**src/rtl/high_score_reader.sv**
```systemverilog
// Score RAM owner: stores final scores in a circular buffer and rescans it continuously to publish the high score.
// Writes take one cycle after wr_req and always preempt a scan pass; a pass over N entries takes N + READ_LAT cycles.
module high_score_reader #(
  parameter int DEPTH    = 32,
  parameter int SCORE_W  = 11,
  parameter int READ_LAT = 1,
  localparam int AW      = $clog2(DEPTH)
) (
  input  logic               clk,
  input  logic               reset,
  input  logic               wr_req,
  input  logic [SCORE_W-1:0] wr_data,
  output logic [AW-1:0]      mem_address,
  output logic [SCORE_W-1:0] mem_data,
  output logic               mem_wren,
  input  logic [SCORE_W-1:0] mem_q,
  output logic [SCORE_W-1:0] largest_value,
  output logic               largest_valid,
  output logic [AW:0]        fill_count,
  output logic               scan_busy
);

  typedef enum logic [1:0] {IDLE, SCAN, DRAIN, WRITE} state_t;

  localparam logic [AW:0] FULL = (AW+1)'(DEPTH);

  state_t             state;
  logic [AW-1:0]      wr_ptr;
  logic [AW:0]        scan_n;
  logic [SCORE_W-1:0] run_max;
  // tag[k] marks that the address issued k cycles ago was a scan read
  logic [READ_LAT:0]  tag;

  logic [AW:0]        fill_next;
  logic [AW-1:0]      wr_ptr_next;
  logic [SCORE_W-1:0] max_next;
  logic               last_idx;
  logic               tags_done;

  assign fill_next   = (fill_count == FULL) ? fill_count : fill_count + (AW+1)'(1);
  assign wr_ptr_next = (wr_ptr == AW'(DEPTH-1)) ? '0 : wr_ptr + AW'(1);
  assign max_next    = (tag[READ_LAT] && (mem_q > run_max)) ? mem_q : run_max;
  assign last_idx    = ({1'b0, mem_address} == scan_n - (AW+1)'(1));
  assign tags_done   = (tag[READ_LAT-1:0] == '0);

  always_ff @(posedge clk or negedge reset) begin
    if (!reset) begin
      state         <= IDLE;
      wr_ptr        <= '0;
      fill_count    <= '0;
      scan_n        <= '0;
      run_max       <= '0;
      tag           <= '0;
      largest_value <= '0;
      largest_valid <= 1'b0;
      mem_address   <= '0;
      mem_data      <= '0;
      mem_wren      <= 1'b0;
      scan_busy     <= 1'b0;
    end else begin
      tag[READ_LAT:1] <= tag[READ_LAT-1:0];
      tag[0]          <= 1'b0;
      mem_wren        <= 1'b0;

      // the write issued last cycle completes now; mem_data still holds its value
      if (state == WRITE) begin
        wr_ptr        <= wr_ptr_next;
        fill_count    <= fill_next;
        largest_valid <= 1'b1;
        if (mem_data > largest_value)
          largest_value <= mem_data;
      end

      if (wr_req) begin
        state       <= WRITE;
        mem_wren    <= 1'b1;
        mem_address <= (state == WRITE) ? wr_ptr_next : wr_ptr;
        mem_data    <= wr_data;
        tag         <= '0;
        run_max     <= '0;
        scan_busy   <= 1'b0;
      end else begin
        unique case (state)
          IDLE: begin
            if (fill_count != '0) begin
              state       <= SCAN;
              mem_address <= '0;
              tag[0]      <= 1'b1;
              scan_n      <= fill_count;
              scan_busy   <= 1'b1;
            end
          end
          WRITE: begin
            state       <= SCAN;
            mem_address <= '0;
            tag[0]      <= 1'b1;
            scan_n      <= fill_next;
            scan_busy   <= 1'b1;
          end
          SCAN: begin
            run_max <= max_next;
            if (last_idx) begin
              state <= DRAIN;
            end else begin
              mem_address <= mem_address + AW'(1);
              tag[0]      <= 1'b1;
            end
          end
          DRAIN: begin
            if (tags_done) begin
              largest_value <= max_next;
              run_max       <= '0;
              state         <= SCAN;
              mem_address   <= '0;
              tag[0]        <= 1'b1;
              scan_n        <= fill_count;
            end else begin
              run_max <= max_next;
            end
          end
          default: state <= IDLE;
        endcase
      end
    end
  end

endmodule

```
**config.mk**
```make
export PLATFORM = sky130hd
export DESIGN_NAME = high_score_reader
export DESIGN_NICKNAME = d
export VERILOG_FILES = /design/src/rtl/high_score_reader.sv
export SDC_FILE = /design/constraint.sdc
export NUM_CORES = 1
export LEC_CHECK = 0
export ABC_AREA = 1
export CORE_ASPECT_RATIO = 2
export CORE_UTILIZATION = 40
export CTS_CLUSTER_SIZE = 10
export DETAILED_ROUTE_END_ITERATION = 10
export PLACE_DENSITY = 0.59
export SYNTH_ARGS = -nofsm -noshare
export SYNTH_HDL_FRONTEND = slang
export SYNTH_SLANG_ARGS = --single-unit
```
**constraint.sdc**
```tcl
create_clock -name clk -period 2.7 [get_ports clk]
set_clock_uncertainty 0.2 [all_clocks]
set_input_delay 0.54 -clock clk [delete_from_list [all_inputs] [get_ports clk]]
set_output_delay 0.54 -clock clk [all_outputs]
set_load 0.05 [all_outputs]
```
[Yosys cells after proc, flatten, opt, wreduce, memory -nomap -nowiden]
Cells that the tools add are included.
Storage, ports and cells
  flip-flop bits (word level): 62
  input bits: 25
Operators by class
  add/subtract/negate cells: 4
  magnitude comparators: 2
  equality and inequality tests: 12
  multiplexer cells: 35
  bitwise gates (word level): 1
  reductions and logical operators: 10
Operators with widths (count)
  $mux 11: 8
  $mux 5: 6
  $gt 11x11->1: 2
  $pmux 11 s2: 1
  $pmux 5 s4: 1
  $mux 6: 3
  $pmux 6 s3: 1
  $ne 3x3->1 const B: 4
  $add 5x1->5 const B: 2
  $reduce_bool 3->1: 3
  $mux 1: 8
  $mux 2: 4
  $pmux 2 s4: 1
  $add 6x1->6 const B: 1
  $eq 5x6->1: 1
  $eq 6x6->1 const B: 1
  $reduce_and 3->1: 2
  $reduce_bool 6->1: 1
  $sub 6x1->6 const B: 1
  $eq 5x5->1 const B: 1
  $eq 2x2->1 const B: 2
  $ne 2x2->1 const B: 2
  $pmux 1 s4: 1
  $reduce_and 4->1: 1
  other kinds (6): 6

[Depth between registers and ports, before layout]
Gate-level depths: netlist of run 1.
  depth in word-level cells: 6
  depth in mapped cells: 13
  mapped depth without buffers: 12

[Least setup slack after synthesis of run 1]
OpenSTA, ideal clock, no wires.
  path kind: register to register
  from: register largest_value[10]
  to: register largest_value[0]
  library setup time: 117 ps
  arrival: 1809 ps
  data required time: 2383 ps
  setup slack: 574 ps
  stages on the path, launching flop included: 13
  clock period less this slack: 2126 ps
  path through: dfrtp_1 > inv_1 > ha_1 > nand2_1 > inv_2 > nand2_1 > nor2_1 > nand2_1 > nand3_2 > buf_4 > nand4_1 > nand3_1 > nand2_1
Between the ends
  cells in the longest elaborated chain, start to end: 6
RTL lines
  from (decl): RTL line 17  | output logic [SCORE_W-1:0] largest_value,
  from (signal assigned): RTL line 71  | largest_value <= mem_data;
  from (signal assigned): RTL line 111  | largest_value <= max_next;
  $gt 11x11->1 *: RTL line 70  | if (mem_data > largest_value)
  $mux 11 *: RTL line 70
  $mux 11 *: RTL line 66  | if (state == WRITE) begin
  $mux 11: RTL line 110  | if (tags_done) begin
  $mux 11: RTL line 83  | unique case (state)
  $mux 11 *: RTL line 74  | if (wr_req) begin
Every way passes the cells marked *; elsewhere a longest branch is shown, timed or not.
A chain may end at the register's enable or synchronous reset.

[Final worst setup path of run 1]
  from: input port mem_q[10]
  to: register largest_value[9]
Between the ends
  cells in the longest elaborated chain, start to end: 6
RTL lines
  from (decl): RTL line 16  | input logic [SCORE_W-1:0] mem_q,
  $gt 11x11->1: RTL line 42  | assign max_next = (tag[READ_LAT] && (mem_q > run_max)) ? mem_q : run_max;
  $logic_and 1x1->1: RTL line 42
  $mux 11: RTL line 42
  $mux 11: RTL line 110
  $mux 11: RTL line 83
  $mux 11: RTL line 74
Every way passes these cells.

==> out/results.txt, run 1 <==
Syn_nets: 571
Synth area leader: dfrtp_1
Share of post-route cells with drive strength above 1: 0.112
Synth Cell Area: 0.00398 mm²
Die W: 72.5 µm
Sequential fraction of the synthesis area: 0.390
Top FF cell, synth: dfrtp_1
Yosys warning total: 0
Final Hold Vio Count: 0
Num ports: 61
Postcts setup bufs: 0
Worst Hold Class: flop to flop
CP max FO: 11
Instance count on the critical path: 11
Top cells by area, synth: dfrtp_1 (39%), nand2_1 (14%), ha_1 (8.8%)
Post-route DRC: 0
Final core occ: 0.520
Post_cts resized: 0
Hold Crit Start: run_max[3]$_DFFE_PN0P_
Post-DRT Antenna Nets: 0
CP top delay family: simple AND/OR/NAND/NOR gates
CTS root buffer: clkbuf_16
DR iter-0 viols: 197
CTS Buf Count: 9
Critical path endpoint category: flop
Clock latency on the worst-skew pair: 0.33 ns
Die height: 143 µm
EDFF count, synth: 0
Non-filler cells, final: 720
Worst Tran Pin Value: 0.832 ns
Slowest-stage cell, CP: clkdlybuf4s50_1
Initial antenna violation count: 0
Routed WL per cell: 14.4 µm
Reg clk slew, reported paths: 0.05 ns
Setup crit end: largest_value[9]$_DFF_PN0_
Lkg Pwr: 2.57 nW
Slew Limit Fails: 0
Area delta synth->final: 26.8%
Detailed Routing Iterations Pass 1: 5
CTS tree: yes
Vias in the first global route: 3640
Synth Register Bits: 62
Largest net degree at the start of global routing: 44
GRT Residual Overflow: 0
Htree depth: 3
Vias/cell: 5.00
Detailed Route WL: 10400 µm
PwrDens: 1180 mW/mm²
Max stage delay on crit path: 0.46 ns
Synth async-reset ratio: 1.00
Fmax: 402 MHz
Worst Path Buf+Inv: 1
Num rows: 51
Worst r2r path cells: 12
Via count: 3597
Tmin final: 2.49 ns
RR Startpoint: largest_value[10]$_DFF_PN0_
Most common cell after layout, fill and taps aside: nand2_1
Global-route wire length before repair: 17100 µm
Crit path cell chain: clkdlybuf4s50_1 -> ha_1 -> nand2_1 -> nor2_2 -> and2_1 -> nand2_1 -> nand3_2 -> nand2_1 -> nand2_1 -> nand3_1 -> nand2_1
Die area: 0.0104 mm²
Path type of the worst setup path: input pin to flop
Syn avg cell area: 7.68 µm²
Final setup vio count: 0
Critical Path Start Type: input pin
Most frequent cells in the layout: nand2_1 (153), inv_1 (74), dfrtp_1 (62)
Arrival time at the worst endpoint: 2.50 ns
Worst R2R Setup Slack: 0.51 ns
Post-synth top area share: 0.390
Post-CTS Hold Buffers: 1
Max_cap viols: 0
Placed Cells: 703
Max VDD drop: 0.000577 V
Clock sink total: 62
# port buffers: 60
Placer Congestion: 0.952
Starting density of the core: 0.410
RSZ-0062 raised after global routing: false
Fin worst setup slack: 0.213 ns
Gr usage total: 0.220
FF-to-FF End: largest_value[3]$_DFF_PN0_
Crit path top cell by count: nand2_1
CORE AREA: 0.00970 mm²
Filler cell count: 974
Place WS: -0.0938 ns
Slew headroom: 0.443
Yosys cell types: 38
Hpwl dp: 7930 µm
Final period util: 0.921
Crit. Startpoint: mem_q[10]
Synth Instances: 518
Status: completed
NumNets Final: 636
Crit path required time: 2.71 ns
CTS Buffer Depth: 2
Diode count: 0
-- tightest hold or removal path: stages, from the launching register on --
cell and delay [ns]:
dfrtp_1 0.34, nand2_1 0.05, nand2_1 0.06
-- worst min-delay path by stage --
stage	end	cells past startpoint
3_5_place_dp	run_max[2]$_DFFE_PN0P_	2
6_report	run_max[3]$_DFFE_PN0P_	2
3_3_place_gp	run_max[10]$_DFFE_PN0P_	2
4_1_cts	run_max[2]$_DFFE_PN0P_	2
5_1_grt	run_max[1]$_DFFE_PN0P_	2
2_1_floorplan	fill_count[0]$_DFFE_PN0P_	0
-- power by group --
| group | internal [mW] | switching [mW] |
|---|---|---|
| clock | 0.882 | 0.407 |
| sequential | 1.25 | 0.320 |
| combinational | 1.03 | 2.04 |
-- per-stage QoR --
stage	setup TNS [ns]	power, mW	hold WS (ns)	cell area, µm²
floorplan	0	3.82	0.0444	3980
global placement	-0.0417	4.63	0.264	4700
detailed placement	-0.201	4.67	0.265	4700
CTS	0	5.99	0.280	5040
global route	0	6.38	0.298	5040
finish	0	5.94	0.278	5040
-- sequential cells by signal, indices dropped and copies added (netlist names) --
name           cells
mem_data          11
largest_value     11
scan_n             6
mem_wren           1
state              2
tag                2
scan_busy          1
mem_address        5
largest_valid      1
run_max           11
wr_ptr             5
fill_count         6
-- per-layer routing --
metal	share of wire	wire length, µm	vias up	global-route usage
li1	-	-	1782	-
met1	0.35	3640	1716	0.206
met2	0.59	6100	80	0.436
met3	0.031	326	19	0.0339
met4	0.029	301	0	0.111
met5	0	0	-	0
-- cell families (layout without fill, tap and decap cells) --
logic type	after synthesis	in the layout	synth area share
simple gates	280	280	0.338
buf+inv	101	171	0.110
flops	62	62	0.390
compound gates	42	42	0.0629
fa+ha+maj	28	28	0.0880
xor+xnor	5	5	0.0110
-- cells in the mapped netlist (5+ instances only) --
master / number
nand2_1: 153
inv_1: 74
dfrtp_1: 62
nand3_1: 55
ha_1: 28
nor2_1: 19
nand4_1: 14
o21ai_0: 14
nand3b_1: 12
inv_2: 11
a21oi_1: 9
o21ai_1: 8
buf_2: 6
nand2_2: 6
nor2_2: 6
buf_4: 5
-- final cells by class --
| class | instances | area [µm²] | share of cell area |
|---|---|---|---|
| inverters | 86 | 325 | 0.0645 |
| clock buffers | 13 | 270 | 0.0536 |
| flip-flops and latches | 62 | 1550 | 0.308 |
| multi-input cells | 355 | 1990 | 0.394 |
| repair buffers | 69 | 678 | 0.134 |
| well taps | 132 | 165 | 0.0327 |
| clock inverters | 3 | 65.1 | 0.0129 |
No activity file was read; power rests on OpenSTA's default activity.
==> run 2, diff against run 1 <==
--- a/config.mk
+++ b/config.mk
@@ -6,11 +6,13 @@
 export NUM_CORES = 1
 export LEC_CHECK = 0
 export ABC_AREA = 1
+export CELL_PAD_IN_SITES_DETAIL_PLACEMENT = 0
+export CELL_PAD_IN_SITES_GLOBAL_PLACEMENT = 1
 export CORE_ASPECT_RATIO = 2
 export CORE_UTILIZATION = 40
 export CTS_CLUSTER_SIZE = 10
 export DETAILED_ROUTE_END_ITERATION = 10
-export PLACE_DENSITY = 0.59
+export PLACE_DENSITY = 0.78
 export SYNTH_ARGS = -nofsm -noshare
 export SYNTH_HDL_FRONTEND = slang
 export SYNTH_SLANG_ARGS = --single-unit
==> out/results.txt, run 2 (same netlist as run 1, synthesis figures left out) <==
GRT Residual Overflow: 0 (unchanged)
Worst Tran Pin Value: 0.788 ns (-0.0442 ns)
Multi-input gate area: 0.00199 mm² (unchanged)
Vias/cell: 4.91 (-1.8%)
Lkg Pwr: 2.56 nW (-0.38%)
Filler cell count: 977 (+0.31%)
Post-route DRC: 0 (unchanged)
Placed cell areas: 0.00471 mm² (+0.32%)
PwrDens: 1160 mW/mm² (-1.7%)
Htree depth: 3 (unchanged)
Clock sink total: 62 (unchanged)
Num ports: 61 (unchanged)
Met1 usage in global routing: 0.206 (about the same)
Slowest-stage cell, CP: clkdlybuf4s50_1
Largest net degree at the start of global routing: 38 (-14%)
Worst Hold Class: input pin to asynchronous set/reset pin
Clock latency on the worst-skew pair: 0.33 ns (about the same)
Via count: 3538 (-1.6%)
Post-DRT Antenna Nets: 0 (unchanged)
Final setup vio count: 0 (unchanged)
Slew headroom: 0.473 (+0.0296)
CP max FO: 7 (-4)
Postcts setup bufs: 0 (unchanged)
Die height: 143 µm (unchanged)
CORE AREA: 0.00970 mm² (unchanged)
Critical Path Start Type: flop
Max stage delay on crit path: 0.86 ns (+0.40 ns)
CP top delay family: buffers and inverters
Starting density of the core: 0.410 (unchanged)
Arrival time at the worst endpoint: 1.67 ns (-0.83 ns)
Share of post-route cells with drive strength above 1: 0.117 (+0.00490)
Hpwl dp: 8140 µm (+2.7%)
Register area: 0.00155 mm² (unchanged)
Final Hold Vio Count: 0 (unchanged)
Placed Cells: 705 (+0.28%)
Worst Path Buf+Inv: 1 (unchanged)
Non-filler cells, final: 721 (+0.14%)
GR peak layer: met2
NumNets Final: 637 (+0.16%)
Die W: 72.5 µm (unchanged)
Diode count: 0 (unchanged)
Placer Congestion: 0.896 (-5.9%)
Fin worst setup slack: 0.293 ns (+0.0794 ns)
CTS tree: yes
Gr usage total: 0.220 (+0.000374)
Num rows: 51 (unchanged)
Global-route wire length before repair: 17100 µm (about the same)
Slew Limit Fails: 0 (unchanged)
Max VDD drop: 0.000663 V (+15%)
Most frequent cells in the layout: nand2_1 (153), inv_1 (74), dfrtp_1 (62)
Fmax: 415 MHz (+3.3%)
Final period util: 0.892 (-0.0294)
Met2 usage: 0.450 (+0.0143)
Reg clk slew, reported paths: 0.05 ns (about the same)
Detailed Route WL: 10500 µm (+1.1%)
Vias in the first global route: 3671 (+0.85%)
Max_cap viols: 0 (unchanged)
RSZ-0062 raised after global routing: false
Post-CTS Hold Buffers: 0 (-1)
DR iter-0 viols: 194 (-1.5%)
Status: completed
Crit path required time: 1.96 ns (-0.75 ns)
Non-Filler Cell Area, Final: 0.00502 mm² (-0.47%)
Regs by FF count: largest_value x11, mem_data x11, run_max x11
# port buffers: 60 (unchanged)
Fin Setup TNS: 0 ns (unchanged)
CTS Buffer Depth: 2 (unchanged)
CTS Buf Count: 9 (unchanged)
Place WS: 0.0135 ns (+0.107 ns)
Area delta synth->final: 26.2%
Tmin final: 2.41 ns (-0.0794 ns)
Routed WL per cell: 14.5 µm (+0.91%)
Detailed Routing Iterations Pass 1: 4 (-1)
Die area: 0.0104 mm² (unchanged)
Initial antenna violation count: 0 (unchanged)
Post_cts resized: 0 (unchanged)
Critical path endpoint category: primary output
Path type of the worst setup path: flop to primary output
Most common cell after layout, fill and taps aside: nand2_1
Routing usage on met3: 0.0346 (+0.000706)
Crit path cell chain: clkdlybuf4s50_1
CTS root buffer: clkbuf_16
-- run 2: cell types whose count changed in the layout (fill, tap and decap cells not counted), sizes merged --
| cell | delta |
|---|---|
| clkbuf | +1 |
| clkinvlp | +1 |
| dlygate4sd3 | -1 |
| buf | +2 |
| bufinv | -2 |
-- run 2: stage by stage --
| stage | power, mW | util | hold WS [ns] |
|---|---|---|---|
| after floorplan | 3.82 | - | 0.0444 |
| after global placement | 4.65 | 0.486 | 0.262 |
| after detailed placement | 4.69 | 0.486 | 0.270 |
| after CTS | 5.87 | 0.518 | 0.0570 |
| after global routing | 6.28 | 0.518 | 0.0779 |
| final | 5.81 | 0.518 | 0.0257 |
-- run 2: cell type report --
type                    instances  area share
clock inverters                 2     0.00249
inverters                      86      0.0648
multi-input cells             355       0.396
well taps                     132      0.0329
clock buffers                  14      0.0586
repair buffers                 70       0.136
flip-flops and latches         62       0.309
-- run 2: layer usage --
layer	routed length, µm	vias to the layer above
li1	-	1786
met1	3770	1674
met2	6200	62
met3	277	16
met4	221	0
met5	0	-
-- run 2: power by group --
part | switching, mW | total, mW | internal, mW
registers | 0.322 | 1.57 | 1.25
clock network | 0.419 | 1.16 | 0.745
logic | 2.03 | 3.07 | 1.04
-- run 2: path summary, 6_finish.rpt --
check	cells past startpoint	endpoint	slack (ns)	from
max	1	mem_address[0]	0.29	mem_address[0]$_DFFE_PN0P_
min	1	largest_valid$_DFFE_PN0P_	0.03	reset
max reg2reg	9	largest_value[6]$_DFF_PN0_	0.52	mem_data[10]$_DFFE_PN0P_
min reg2reg	1	largest_valid$_DFFE_PN0P_	0.28	largest_valid$_DFFE_PN0P_
max in group asynchronous	2	mem_address[0]$_DFFE_PN0P_	1.64	reset
min in group clk	1	largest_valid$_DFFE_PN0P_	0.28	largest_valid$_DFFE_PN0P_
==> patch: new RTL, config.mk and constraints of run 2 <==
Put one more register stage on the output `mem_data`. The value now appears one clock later. The other outputs are not delayed to match. Comments in the files are not updated.
--- a/src/rtl/high_score_reader.sv
+++ b/src/rtl/high_score_reader.sv
@@ -23,6 +23,8 @@
   typedef enum logic [1:0] {IDLE, SCAN, DRAIN, WRITE} state_t;
 
   localparam logic [AW:0] FULL = (AW+1)'(DEPTH);
+
+  logic [SCORE_W-1:0] mem_data_s0;
 
   state_t             state;
   logic [AW-1:0]      wr_ptr;
@@ -54,7 +56,7 @@
       largest_value <= '0;
       largest_valid <= 1'b0;
       mem_address   <= '0;
-      mem_data      <= '0;
+      mem_data_s0   <= '0;
       mem_wren      <= 1'b0;
       scan_busy     <= 1'b0;
     end else begin
@@ -67,15 +69,15 @@
         wr_ptr        <= wr_ptr_next;
         fill_count    <= fill_next;
         largest_valid <= 1'b1;
-        if (mem_data > largest_value)
-          largest_value <= mem_data;
+        if (mem_data_s0 > largest_value)
+          largest_value <= mem_data_s0;
       end
 
       if (wr_req) begin
         state       <= WRITE;
         mem_wren    <= 1'b1;
         mem_address <= (state == WRITE) ? wr_ptr_next : wr_ptr;
-        mem_data    <= wr_data;
+        mem_data_s0 <= wr_data;
         tag         <= '0;
         run_max     <= '0;
         scan_busy   <= 1'b0;
@@ -124,5 +126,9 @@
     end
   end
 
+  always_ff @(posedge clk) begin
+    mem_data <= mem_data_s0;
+  end
+
 endmodule
 
Check against the original RTL: not equivalent (a bounded check fails within 4 cycles, from zero or initial values and one cycle with reset low).
==> patch against run 2 <==
Cell area increased by 3.5%. Power is 1.4% higher. Routed wire length shrank 1.6%. Setup slack lost 0.016 ns. Die area is 3.9% higher. Maximum frequency down 0.65%. Sequential cell count rose by 11. Synthesized area grew 4.0%. Largest cell class unchanged. Highest routed layer unchanged.
==> patch: results (changes against run 2) <==
Cells and area
  • Nets: 649 (+1.9%)
  • Fill count: 1,000 (+2.4%)
  • Layout cells sized above 1: 9.82% (-1.9 points)

Synthesis
  • Distinct cell type count after synthesis: 39 (+2.6%)
  • Synthesized Nets: 579 (+1.4%)
  • Top post-synthesis cells by area: dfrtp_1, nand2_1, ha_1, inv_1, nand3_1
  • Synth Area in XOR/XNOR: 1.06% (-0.043 points)
  • Post-Synth Adder-Cell Area: 8.46% (-0.34 points)
  • Sequential fraction of the synthesis area: 42.8% (+3.8 points)
  • Commonest cells post-synth: nand2_1, inv_1, dfrtp_1
  • Share of flip-flops with an asynchronous set or reset: 84.9% (-15 points)
  • Compound-Gate Fraction of Synth Area: 5.77% (-0.52 points)

CTS
  • Num CTS Buffers: 9 (unchanged)
  • CTS H-tree lvls: 3 (unchanged)

Power
  • Max VDD drop: 701 uV (+5.8%)
  • Switching Power: 2.72 mW (-2.0%)

Critical path
  • Critical Path Fanout Max: 6 (-1)
  • R2R Path Start: largest_value[5]$_DFF_PN0_
  • Reg2Reg Setup Slack: 0.43 ns (-0.09 ns)
  • R2r worst-path depth: 12 (+3)
  • Reg-to-reg endpoint: largest_value[4]$_DFF_PN0_

Route
  • DR iter-0 viols: 189 (-2.6%)
  • WL final: 10,300 um (-1.6%)
  • Vias/cell: 4.93 (+0.45%)

Place
  • Placed cell areas: 4900 um2 (+4.0%)
  • Dpl ws: -0.00166 ns (-0.0151 ns)
  • GPL Wtd Cong: 0.876 (-2.2%)
  • Hpwl dp: 8150 um (+0.20%)

Global routing
  • Antenna violations before repair: 0 (unchanged)
  • Largest net degree at the start of global routing: 26 (-32%)
  • GRT Total Usage: 21.6% (-0.36 points)
  • Vias in the first global route: 3,727 (+1.5%)
  • First-pass GRT wire length: 17,400 um (+1.5%)

Status
  • Status: complete, no violations

Timing
  • Worst Hold Slack: 0.0149 ns (-0.0108 ns)
  • Slew HR: 40.1% (-7.2 points)
-- patch: power by group through the flow --
| stage | logic (mW) | clock network, mW | registers (mW) |
|---|---|---|---|
| after floorplan | 1.55 | 0 | 2.32 |
| after detailed placement | 2.99 | 0 | 1.75 |
| after global routing | 3.35 | 1.27 | 1.78 |
| after CTS | 3.01 | 1.22 | 1.74 |
| after global placement | 2.95 | 0 | 1.75 |
| final | 2.97 | 1.19 | 1.73 |
-- patch: final cells by class --
class / instances / area share (%)
clock inverter: 5 / 1.06
tap: 135 / 3.25
sequential: 73 / 34.1
multi-input combinational: 354 / 37.4
clock buffer: 11 / 4.67
timing repair buffer: 73 / 13.3
inverter: 85 / 6.19
-- patch: metal layers --
metal | up-vias | track usage (%) | share of wire (%) | wire (um)
met1 | 1727 | 20.2 | 36 | 3680
li1 | 1813 | - | - | -
met3 | 16 | 4.36 | 2.8 | 293
met4 | 0 | 10.1 | 3.2 | 333
met2 | 72 | 41.8 | 58 | 6000
met5 | - | 0 | 0 | 0
-- patch: through the flow --
stage | std cells | utilization [%]
floorplan | 526 | -
global placement | 720 | 48.6
detailed placement | 720 | 48.6
CTS | 736 | 51.6
global route | 736 | 51.6
finish | 736 | 51.6
-- patch: worst max path at each step --
stage	from	end	slack, ns	cells after the start
floorplan	largest_value[10]$_DFF_PN0_	largest_value[0]$_DFF_PN0_	0.52	12
global placement	mem_q[6]	largest_value[1]$_DFF_PN0_	0.03	11
detailed placement	mem_q[6]	largest_value[9]$_DFF_PN0_	-0.002	11
CTS	mem_address[3]$_DFFE_PN0P_	mem_address[3]	0.26	1
global route	mem_q[6]	run_max[6]$_DFFE_PN0P_	0.15	11
finish	mem_address[3]$_DFFE_PN0P_	mem_address[3]	0.28	1
